<file path="src/rtl/imem_loader_pkg.sv">
// Shared types and constants for the boot-time instruction memory loader.
package imem_loader_pkg;

  localparam int BYTES_PER_WORD = 4;
  localparam int BYTE_IDX_W     = $clog2(BYTES_PER_WORD);

  typedef enum logic [2:0] {
    IDLE   = 3'd0,
    LEN_HI = 3'd1,
    LEN_LO = 3'd2,
    DATA   = 3'd3,
    DONE   = 3'd4,
    ERR    = 3'd5
  } state_t;

endpackage

</file>
<file path="src/rtl/imem_loader_if.sv">
// Byte-stream input and instruction-memory write port of the loader.
interface imem_loader_if #(
  parameter int ADDR_W = 8
);

  logic              in_valid;
  logic [7:0]        in_data;
  logic              in_ready;
  logic              im_we;
  logic [ADDR_W-1:0] im_addr;
  logic [31:0]       im_wd;

  modport slave (
    input  in_valid, in_data,
    output in_ready, im_we, im_addr, im_wd
  );

  modport master (
    output in_valid, in_data,
    input  in_ready, im_we, im_addr, im_wd
  );

endinterface

</file>
<file path="src/rtl/imem_word_assembler.sv">
// Packs accepted stream bytes MSB first into 32-bit words and strobes on the last byte.
module imem_word_assembler
  import imem_loader_pkg::*;
(
  input  logic        clk,
  input  logic        rst_n,
  input  logic        clr,
  input  logic        accept,
  input  logic [7:0]  data,
  output logic [31:0] word,
  output logic        word_done
);

  localparam logic [BYTE_IDX_W-1:0] LAST_IDX = BYTE_IDX_W'(BYTES_PER_WORD - 1);

  logic [BYTE_IDX_W-1:0] idx_q;
  logic [23:0]           shift_q;

  // The completed word is taken combinationally so the top can register it on the 4th byte.
  assign word      = {shift_q, data};
  assign word_done = accept && !clr && (idx_q == LAST_IDX);

  always_ff @(posedge clk or negedge rst_n) begin
    if (!rst_n) begin
      idx_q   <= '0;
      shift_q <= '0;
    end else if (clr) begin
      idx_q   <= '0;
      shift_q <= '0;
    end else if (accept) begin
      shift_q <= {shift_q[15:0], data};
      idx_q   <= word_done ? '0 : idx_q + 1'b1;
    end
  end

endmodule

</file>
<file path="src/rtl/imem_loader.sv">
// Boot loader: length-prefixed byte stream -> consecutive instruction memory words.
// Optional inter-byte watchdog when IMEM_LOADER_TIMEOUT_EN is defined.
module imem_loader
  import imem_loader_pkg::*;
#(
  parameter int ADDR_W      = 8,
  parameter int DEPTH       = 256,
  parameter int TIMEOUT_CYC = 1024
) (
  input  logic           clk,
  input  logic           rst_n,
  input  logic           start,
  imem_loader_if.slave   bus,
  output logic           core_hold,
  output logic           done,
  output logic           err
);

  // state  | meaning
  // IDLE   | waiting for start, core released
  // LEN_HI | expecting word-count MSB
  // LEN_LO | expecting word-count LSB, range check
  // DATA   | assembling words, writing memory
  // DONE   | one-cycle completion pulse
  // ERR    | bad length or timeout, core held until start

  state_t            state_q, state_d;
  logic              active, accept, word_done, timeout;
  logic              last_q, im_we_q;
  logic [7:0]        len_hi_q;
  logic [15:0]       len, n_words_q, word_cnt_q;
  logic [ADDR_W-1:0] im_addr_q;
  logic [31:0]       im_wd_q, asm_word;

  assign active = (state_q == LEN_HI) || (state_q == LEN_LO) || (state_q == DATA);
  assign accept = bus.in_valid && active;
  assign len    = {len_hi_q, bus.in_data};

  assign bus.in_ready = active;
  assign bus.im_we    = im_we_q;
  assign bus.im_addr  = im_addr_q;
  assign bus.im_wd    = im_wd_q;
  assign core_hold    = active || (state_q == ERR);
  assign done         = (state_q == DONE);
  assign err          = (state_q == ERR);

  imem_word_assembler u_asm (
    .clk       (clk),
    .rst_n     (rst_n),
    .clr       (state_q != DATA),
    .accept    (accept),
    .data      (bus.in_data),
    .word      (asm_word),
    .word_done (word_done)
  );

`ifdef IMEM_LOADER_TIMEOUT_EN
  localparam int WD_W = $clog2(TIMEOUT_CYC + 1);
  logic [WD_W-1:0] wd_q;

  // Reloads on every byte and while not loading; terminal count 0 trips the error.
  always_ff @(posedge clk or negedge rst_n) begin
    if (!rst_n) begin
      wd_q <= '0;
    end else if (accept || !active) begin
      wd_q <= WD_W'(TIMEOUT_CYC);
    end else if (wd_q != '0) begin
      wd_q <= wd_q - 1'b1;
    end
  end

  assign timeout = active && (wd_q == '0);
`else
  logic unused_timeout_cfg;
  assign unused_timeout_cfg = ^TIMEOUT_CYC;
  assign timeout = 1'b0;
`endif

  always_comb begin
    state_d = state_q;
    case (state_q)
      IDLE:   if (start) state_d = LEN_HI;
      LEN_HI: begin
        if (timeout)     state_d = ERR;
        else if (accept) state_d = LEN_LO;
      end
      LEN_LO: begin
        if (timeout) begin
          state_d = ERR;
        end else if (accept) begin
          if (len == 16'd0)                   state_d = DONE;
          else if ({1'b0, len} > 17'(DEPTH))  state_d = ERR;
          else                                state_d = DATA;
        end
      end
      // Completion waits for the final write cycle so done follows the last im_we.
      DATA: begin
        if (im_we_q && last_q) state_d = DONE;
        else if (timeout)      state_d = ERR;
      end
      DONE:    state_d = start ? LEN_HI : IDLE;
      ERR:     if (start) state_d = LEN_HI;
      default: state_d = IDLE;
    endcase
  end

  always_ff @(posedge clk or negedge rst_n) begin
    if (!rst_n) begin
      state_q    <= IDLE;
      im_we_q    <= 1'b0;
      last_q     <= 1'b0;
      len_hi_q   <= '0;
      n_words_q  <= '0;
      word_cnt_q <= '0;
      im_addr_q  <= '0;
      im_wd_q    <= '0;
    end else begin
      state_q <= state_d;
      im_we_q <= word_done;
      if (accept && (state_q == LEN_HI)) len_hi_q  <= bus.in_data;
      if (accept && (state_q == LEN_LO)) n_words_q <= len;
      if (state_q != DATA) begin
        word_cnt_q <= '0;
      end else if (word_done) begin
        word_cnt_q <= word_cnt_q + 16'd1;
      end
      if (word_done) begin
        im_addr_q <= word_cnt_q[ADDR_W-1:0];
        im_wd_q   <= asm_word;
        last_q    <= (word_cnt_q == n_words_q - 16'd1);
      end
    end
  end

endmodule

</file>
<file path="src/flat_wrapper.sv">
// flat-port wrapper written by rule: the top's interface ports become plain ports
module imem_loader_flat import imem_loader_pkg::*;
#(
  parameter int ADDR_W      = 8,
  parameter int DEPTH       = 256,
  parameter int TIMEOUT_CYC = 1024
)
  (clk, rst_n, start, core_hold, done, err, bus_in_valid, bus_in_data, bus_in_ready, bus_im_we, bus_im_addr, bus_im_wd);
  imem_loader_if #(.ADDR_W(ADDR_W)) bus_i ();
  input  logic clk;
  input  logic rst_n;
  input  logic start;
  output logic core_hold;
  output logic done;
  output logic err;
  input wire logic [$bits(bus_i.in_valid)-1:0] bus_in_valid;
  input wire logic [$bits(bus_i.in_data)-1:0] bus_in_data;
  output wire logic [$bits(bus_i.in_ready)-1:0] bus_in_ready;
  output wire logic [$bits(bus_i.im_we)-1:0] bus_im_we;
  output wire logic [$bits(bus_i.im_addr)-1:0] bus_im_addr;
  output wire logic [$bits(bus_i.im_wd)-1:0] bus_im_wd;
  assign bus_i.in_valid = bus_in_valid;
  assign bus_i.in_data = bus_in_data;
  assign bus_in_ready = bus_i.in_ready;
  assign bus_im_we = bus_i.im_we;
  assign bus_im_addr = bus_i.im_addr;
  assign bus_im_wd = bus_i.im_wd;
  imem_loader #(.ADDR_W(ADDR_W), .DEPTH(DEPTH), .TIMEOUT_CYC(TIMEOUT_CYC)) u_core (.clk(clk), .rst_n(rst_n), .start(start), .bus(bus_i), .core_hold(core_hold), .done(done), .err(err));
endmodule
</file>
<file path="config.mk">
export PLATFORM = sky130hd
export DESIGN_NAME = imem_loader_flat
export DESIGN_NICKNAME = d
export VERILOG_FILES = /design/src/rtl/imem_loader_pkg.sv /design/src/rtl/imem_loader_if.sv /design/src/rtl/imem_word_assembler.sv /design/src/rtl/imem_loader.sv /design/src/flat_wrapper.sv
export SDC_FILE = /design/constraint.sdc
export NUM_CORES = 1
export LEC_CHECK = 0
export ABC_AREA = 0
export BUFFER_PORTS_ARGS = -buffer_cell sky130_fd_sc_hd__buf_2
export CAP_MARGIN = 0
export CORE_MARGIN = 2
export CORE_UTILIZATION = 56
export CTS_CLUSTER_DIAMETER = 120
export CTS_CLUSTER_SIZE = 25
export DETAILED_ROUTE_END_ITERATION = 6
export PLACE_DENSITY = 0.77
export SYNTH_ARGS = -nofsm -noshare
export SYNTH_HDL_FRONTEND = slang
export SYNTH_SLANG_ARGS = --single-unit
</file>
<file path="constraint.sdc">
create_clock -name clk -period 5.2 [get_ports clk]
set_input_delay 0.26 -clock clk [delete_from_list [all_inputs] [get_ports clk]]
set_output_delay 0.26 -clock clk [all_outputs]
set_load 0.02 [all_outputs]
</file>
[Word level (Yosys, flattened, before mapping)]
Index checks and enable logic that the tools add are counted.
Cells by class
  add/subtract/negate cells: 3
  magnitude comparators: 1
  eq/ne operators: 12
  mux-type cells: 15
  reduce and logical (&&, ||, !) cells: 16
Operators by type and width (number)
  $mux W24: 2
  $mux W16: 2
  $mux W3: 6
  $add A16 B1 Y16 const B: 1
  $eq A16 B16 Y1: 1
  $gt A16 B9 Y1 const B: 1
  $logic_not A16 Y1: 1
  $sub A16 B1 Y16 const B: 1
  $pmux W3 S5: 1
  $eq A3 B2 Y1 const B: 2
  $eq A3 B3 Y1 const B: 2
  $logic_and A1 B1 Y1: 6
  $mux W2: 3
  $ne A2 B1 Y1 const B: 3
  $reduce_and A4 Y1: 1
  $reduce_bool A2 Y1: 2
  $eq A3 B1 Y1 const B: 1
  $logic_not A3 Y1: 1
  $logic_or A1 B1 Y1: 3
  $ne A3 B2 Y1 const B: 1
  $add A2 B1 Y2 const B: 1
  $eq A2 B2 Y1 const B: 1
  $ne A2 B2 Y1 const B: 1
  $reduce_or A2 Y1: 1
  2 further kinds: 2
Storage, ports and cells
  bits in registers: 111
  input port bits: 12
  output and inout bits: 45
  word-level logic and storage cells: 57

[Longest topological paths before layout]
  depth in word-level cells: 9
  gate-level depth with buffers: 9
  mapped depth without buffers: 8

[Modules after synthesis]
From an unflattened synthesis, not the netlist that was laid out.
Unflattened totals
  cell total of the unflattened synthesis: 431
  area total of the unflattened synthesis: 5180.0 sq um
By module, submodules not included
  imem_loader: times used 1, cells an instance 336, area an instance 4023.9 sq um
  imem_word_assembler: times used 1, cells an instance 95, area an instance 1156.1 sq um

[Worst setup path after synthesis]
OpenSTA, ideal clock, no wires.
  kind: register -> register
  start point: register u_core.n_words_q[0]
  end point: register u_core.last_q
  setup time: 0.125 ns
  data arrival time: 2.002 ns
  required time: 5.075 ns
  slack: 3.073 ns
  cell stages (with the launch flop): 10
  period minus slack after synthesis: 2.127 ns
  cell sequence: dfrtp_1 -> inv_1 -> ha_1 -> or4b_1 -> buf_2 -> nor4_4 -> o21ai_0 -> a32o_1 -> o2111ai_1 -> o21ai_1
On the way
  cells in the longest elaborated chain, start to end: 2
Ends and longest elaborated chain
  from (decl): line imem_loader.sv:31  | logic [15:0] len, n_words_q, word_cnt_q;
  from (signal assigned): line imem_loader.sv:121  | if (accept && (state_q == LEN_LO)) n_words_q <= len;
  $sub A16 B1 Y16: line imem_loader.sv:130  | last_q <= (word_cnt_q == n_words_q - 16'd1);
  $eq A16 B16 Y1: line imem_loader.sv:130
  to (signal assigned): line imem_loader.sv:130
  to (decl): line imem_loader.sv:29  | logic last_q, im_we_q;
Every way passes these cells.
A chain may end at the register's enable or synchronous reset.

[Worst setup path after layout]
  start point: input bus_in_valid
  end point: register u_core.last_q
On the way
  cells in the longest elaborated chain, start to end: 3
Ends and longest elaborated chain
  from (decl): line flat_wrapper.sv:16  | input wire logic [$bits(bus_i.in_valid)-1:0] bus_in_valid;
  $logic_and A1 B1 Y1: line imem_loader.sv:36  | assign accept = bus.in_valid && active;
  $logic_and A1 B1 Y1 (2 in a row): line imem_word_assembler.sv:21  | assign word_done = accept && !clr && (idx_q == LAST_IDX);
Every way passes these cells.

==> metrics.cfg <==
[drt]
drt-total-wl_um = 9536
ant_nets = 0
remaining_drc_errors = 0
routed_via_density = 5.583
wl_per_cell_um = 16.41
drt_iter0_markers = 132
firstDrtPassIters = 4
dr_total_vias = 3244

[finish]
diodes = 0
final_net_count = 483
syn_to_final_growth_pct = 11.34
stdcell_count = 581
fillers = 673
drive_above_1_share = 0.3066
stdcell_area_mm2 = 0.005613

[timing]
rsz0062_at_grt = false
hold_ws_ns = 0.1843
fin_ws_ns = 2.664
drv_slew = 0
worst_pin_slew_ns = 1.241
setup-tns-final_ns = 0
final-hold-violation-count = 0
max_freq_mhz = 394.3
post-route-period-util = 0.4877
finalSetupViolations = 0
fin_worst_skew_ns = 0.01203
fin_crit_ns = 2.536
slew-limit-headroom = 0.1681

[logic_synthesis]
synth_fp_nets = 431
yosysWarningCount = 0
async_reset_ff_frac = 1.000
synth_top_flop_cell = dfrtp_1
synthCells = 416
avgSynthCellArea_um2 = 12.12
synth_edf_count = 0
synth_area_mm2 = 0.005041
ys_types = 46
yosysSeqAreaShare = 0.5510
ys_seq_elements = 111

[worst_setup_path]
endpoint_kind = flop
worstPathRequired_ns = 5.51
crit_type = input pin to flop
r2r_cells = 6
crit_fanout = 45
start_kind = input pin
rrSetupSlack_ns = 2.68
crit_arrival_ns = 2.85

[floorplan]
fp.coreArea_mm2 = 0.008721
die_w_um = 98.88
start_util = 0.5780
row_count = 34
io_pins = 57
die_h_um = 98.88
die_area_mm2 = 0.009777

[clocking]
htreeDepth = 3
post_cts_buffers = 0
path_clk_slew_ns = 0.11
numCtsBuffers = 9
clock-root-buffer = clkbuf_8
clock_sinks = 111
cts_tree = yes
clock_path_buffers = 2
insertion_delay_ns = 0.38

[placement]
dp_cells = 564
io_buffer_count = 56
dp_hpwl_um = 6486
place_ws_ns = 2.205
gp_congestion = 0.7957
place_area_mm2 = 0.005404

[status]
status = completed

[pwr]
leakage_nw = 2.688
swShare = 0.3405
vdd_drop_max_uv = 179.4
intPower_w = 0.001462
comb_power_share = 0.258
p_per_area_mw_per_mm2 = 394.9
switching_power_w = 0.0007546
pwr-share-clk = 0.232
seqPwrFrac = 0.510

[worst_hold_path]
hp-class = input pin to flop
hold_depth = 3

[global_routing]
antenna_found_initial = 0
grt_max_degree = 62
grt_pass1_wl_um = 16420
grt_pass1_vias = 3266
track_usage = 0.2106
overflow = 0

[flow_run]
maxCapViolCount = 0

[cells by family (layout without fill, tap and decap cells)]
family / count (synthesis) / count (layout) / synth area share
AO/OA/AOI/OAI: 31 / 31 / 0.03797
adder cells (fa/ha/maj): 3 / 3 / 0.007447
flip-flops: 111 / 111 / 0.5510
buffers and inverters: 23 / 80 / 0.01911
multiplexers: 90 / 90 / 0.1941
XOR/XNOR: 40 / 40 / 0.06949
AND/OR/NAND/NOR: 118 / 118 / 0.1209
[path summary, 6_finish.rpt]
| kind | startpoint | endpoint |
|---|---|---|
| setup / recovery | bus_in_valid | u_core.last_q |
| hold / removal | bus_in_data[0] | u_core.n_words_q[0] |
| setup reg to reg | u_core.state_q[2] | u_core.word_cnt_q[15] |
| hold reg to reg | u_core.bus.im_addr[5] | u_core.bus.im_addr[5] |
| max in group asynchronous | rst_n | u_core.bus.im_wd[12] |
| min in group asynchronous | rst_n | u_core.state_q[0] |
[cell usage after synthesis (all sizes together), types with 3 or more instances]
library cell,n,area share
buf,11,0.010
or3,3,0.0037
o21ai,11,0.011
a21oi,9,0.0089
nor3,7,0.0079
ha,3,0.0074
clkbuf,7,0.0052
nor2,58,0.043
xnor2,23,0.040
xor2,17,0.030
nand3,4,0.0040
and2,3,0.0037
nand2,17,0.013
nor4,9,0.018
dfrtp,111,0.55
and3,3,0.0037
inv,5,0.0037
mux2i,28,0.056
mux2,62,0.14
[final cells by class]
type                    instances  area [um^2]  share of cell area
inverters                       5        18.77            0.003344
clock inverters                 5        47.55            0.008471
flip-flops and latches        111         2778              0.4949
well taps                     108        135.1             0.02407
clock buffers                  11        151.4             0.02697
multi-input cells             282         2175              0.3874
repair buffers                 59        307.8             0.05484
[routing by layer]
| layer | vias up | global-route usage | wire length, um |
|---|---|---|---|
| met2 | 52 | 0.3378 | 4598 |
| met4 | 0 | 0.05690 | 104 |
| li1 | 1551 | - | - |
| met5 | - | 0 | 0 |
| met1 | 1632 | 0.2905 | 4542 |
| met3 | 9 | 0.05035 | 290 |
[metrics by stage]
step,power (W),util
detailed placement,0.001715,0.6197
global route,0.002343,0.6436
CTS,0.002231,0.6436
finish,0.002216,0.6436
floorplan,0.001569,-
global placement,0.001689,0.6197
[flip-flops by register name, summed over array words and instances, names as in the netlist]
name / cells
u_core.len_hi_q: 8
u_core.bus.im_addr: 8
u_core.state_q: 3
u_core.u_asm.shift_q: 24
u_core.last_q: 1
u_core.bus.im_we: 1
u_core.bus.im_wd: 32
u_core.u_asm.idx_q: 2
u_core.n_words_q: 16
u_core.word_cnt_q: 16
[critical path, cell delays in order]
cell       delay (ns)
buf_2            0.59
nand2_1          0.31
nor2_4           0.99
nand4_1          0.19
nor3_1           0.24
o2111ai_1        0.12
o21ai_1          0.14
[placed cells by master, fill, tap and decap left out, types with 2 or more instances in the layout]
cell type / count
mux2_2: 62
buf_4: 3
nor2_1: 57
nand4_1: 2
buf_2: 55
mux2i_1: 28
nor4_2: 3
inv_1: 5
nand3_1: 4
nor3_1: 6
clkbuf_8: 11
dfrtp_1: 111
o21ai_0: 10
a21oi_1: 9
xnor2_1: 23
xor2_1: 17
nand2_1: 17
ha_1: 3
a31oi_1: 2
nor4_1: 5
and2_1: 3
or3_1: 3
o21bai_1: 2
and3_1: 3
inv_8: 2
[power by group through the flow]
| stage | clock network (W) | logic (W) | registers (W) |
|---|---|---|---|
| finish | 0.000514 | 0.000572 | 0.00113 |
| global route | 0.000559 | 0.000635 | 0.00115 |
| CTS | 0.000529 | 0.000575 | 0.00113 |
| detailed placement | 0 | 0.000572 | 0.00114 |
| global placement | 0 | 0.000554 | 0.00114 |
| floorplan | 0 | 0.000484 | 0.00109 |
[what timing repair did]
action	in CTS	in global routing
hold buffers	1	0
endpoints found under the hold margin	50	0
resized for setup	0	0
Note: power is estimated with default switching activity, not from simulation.
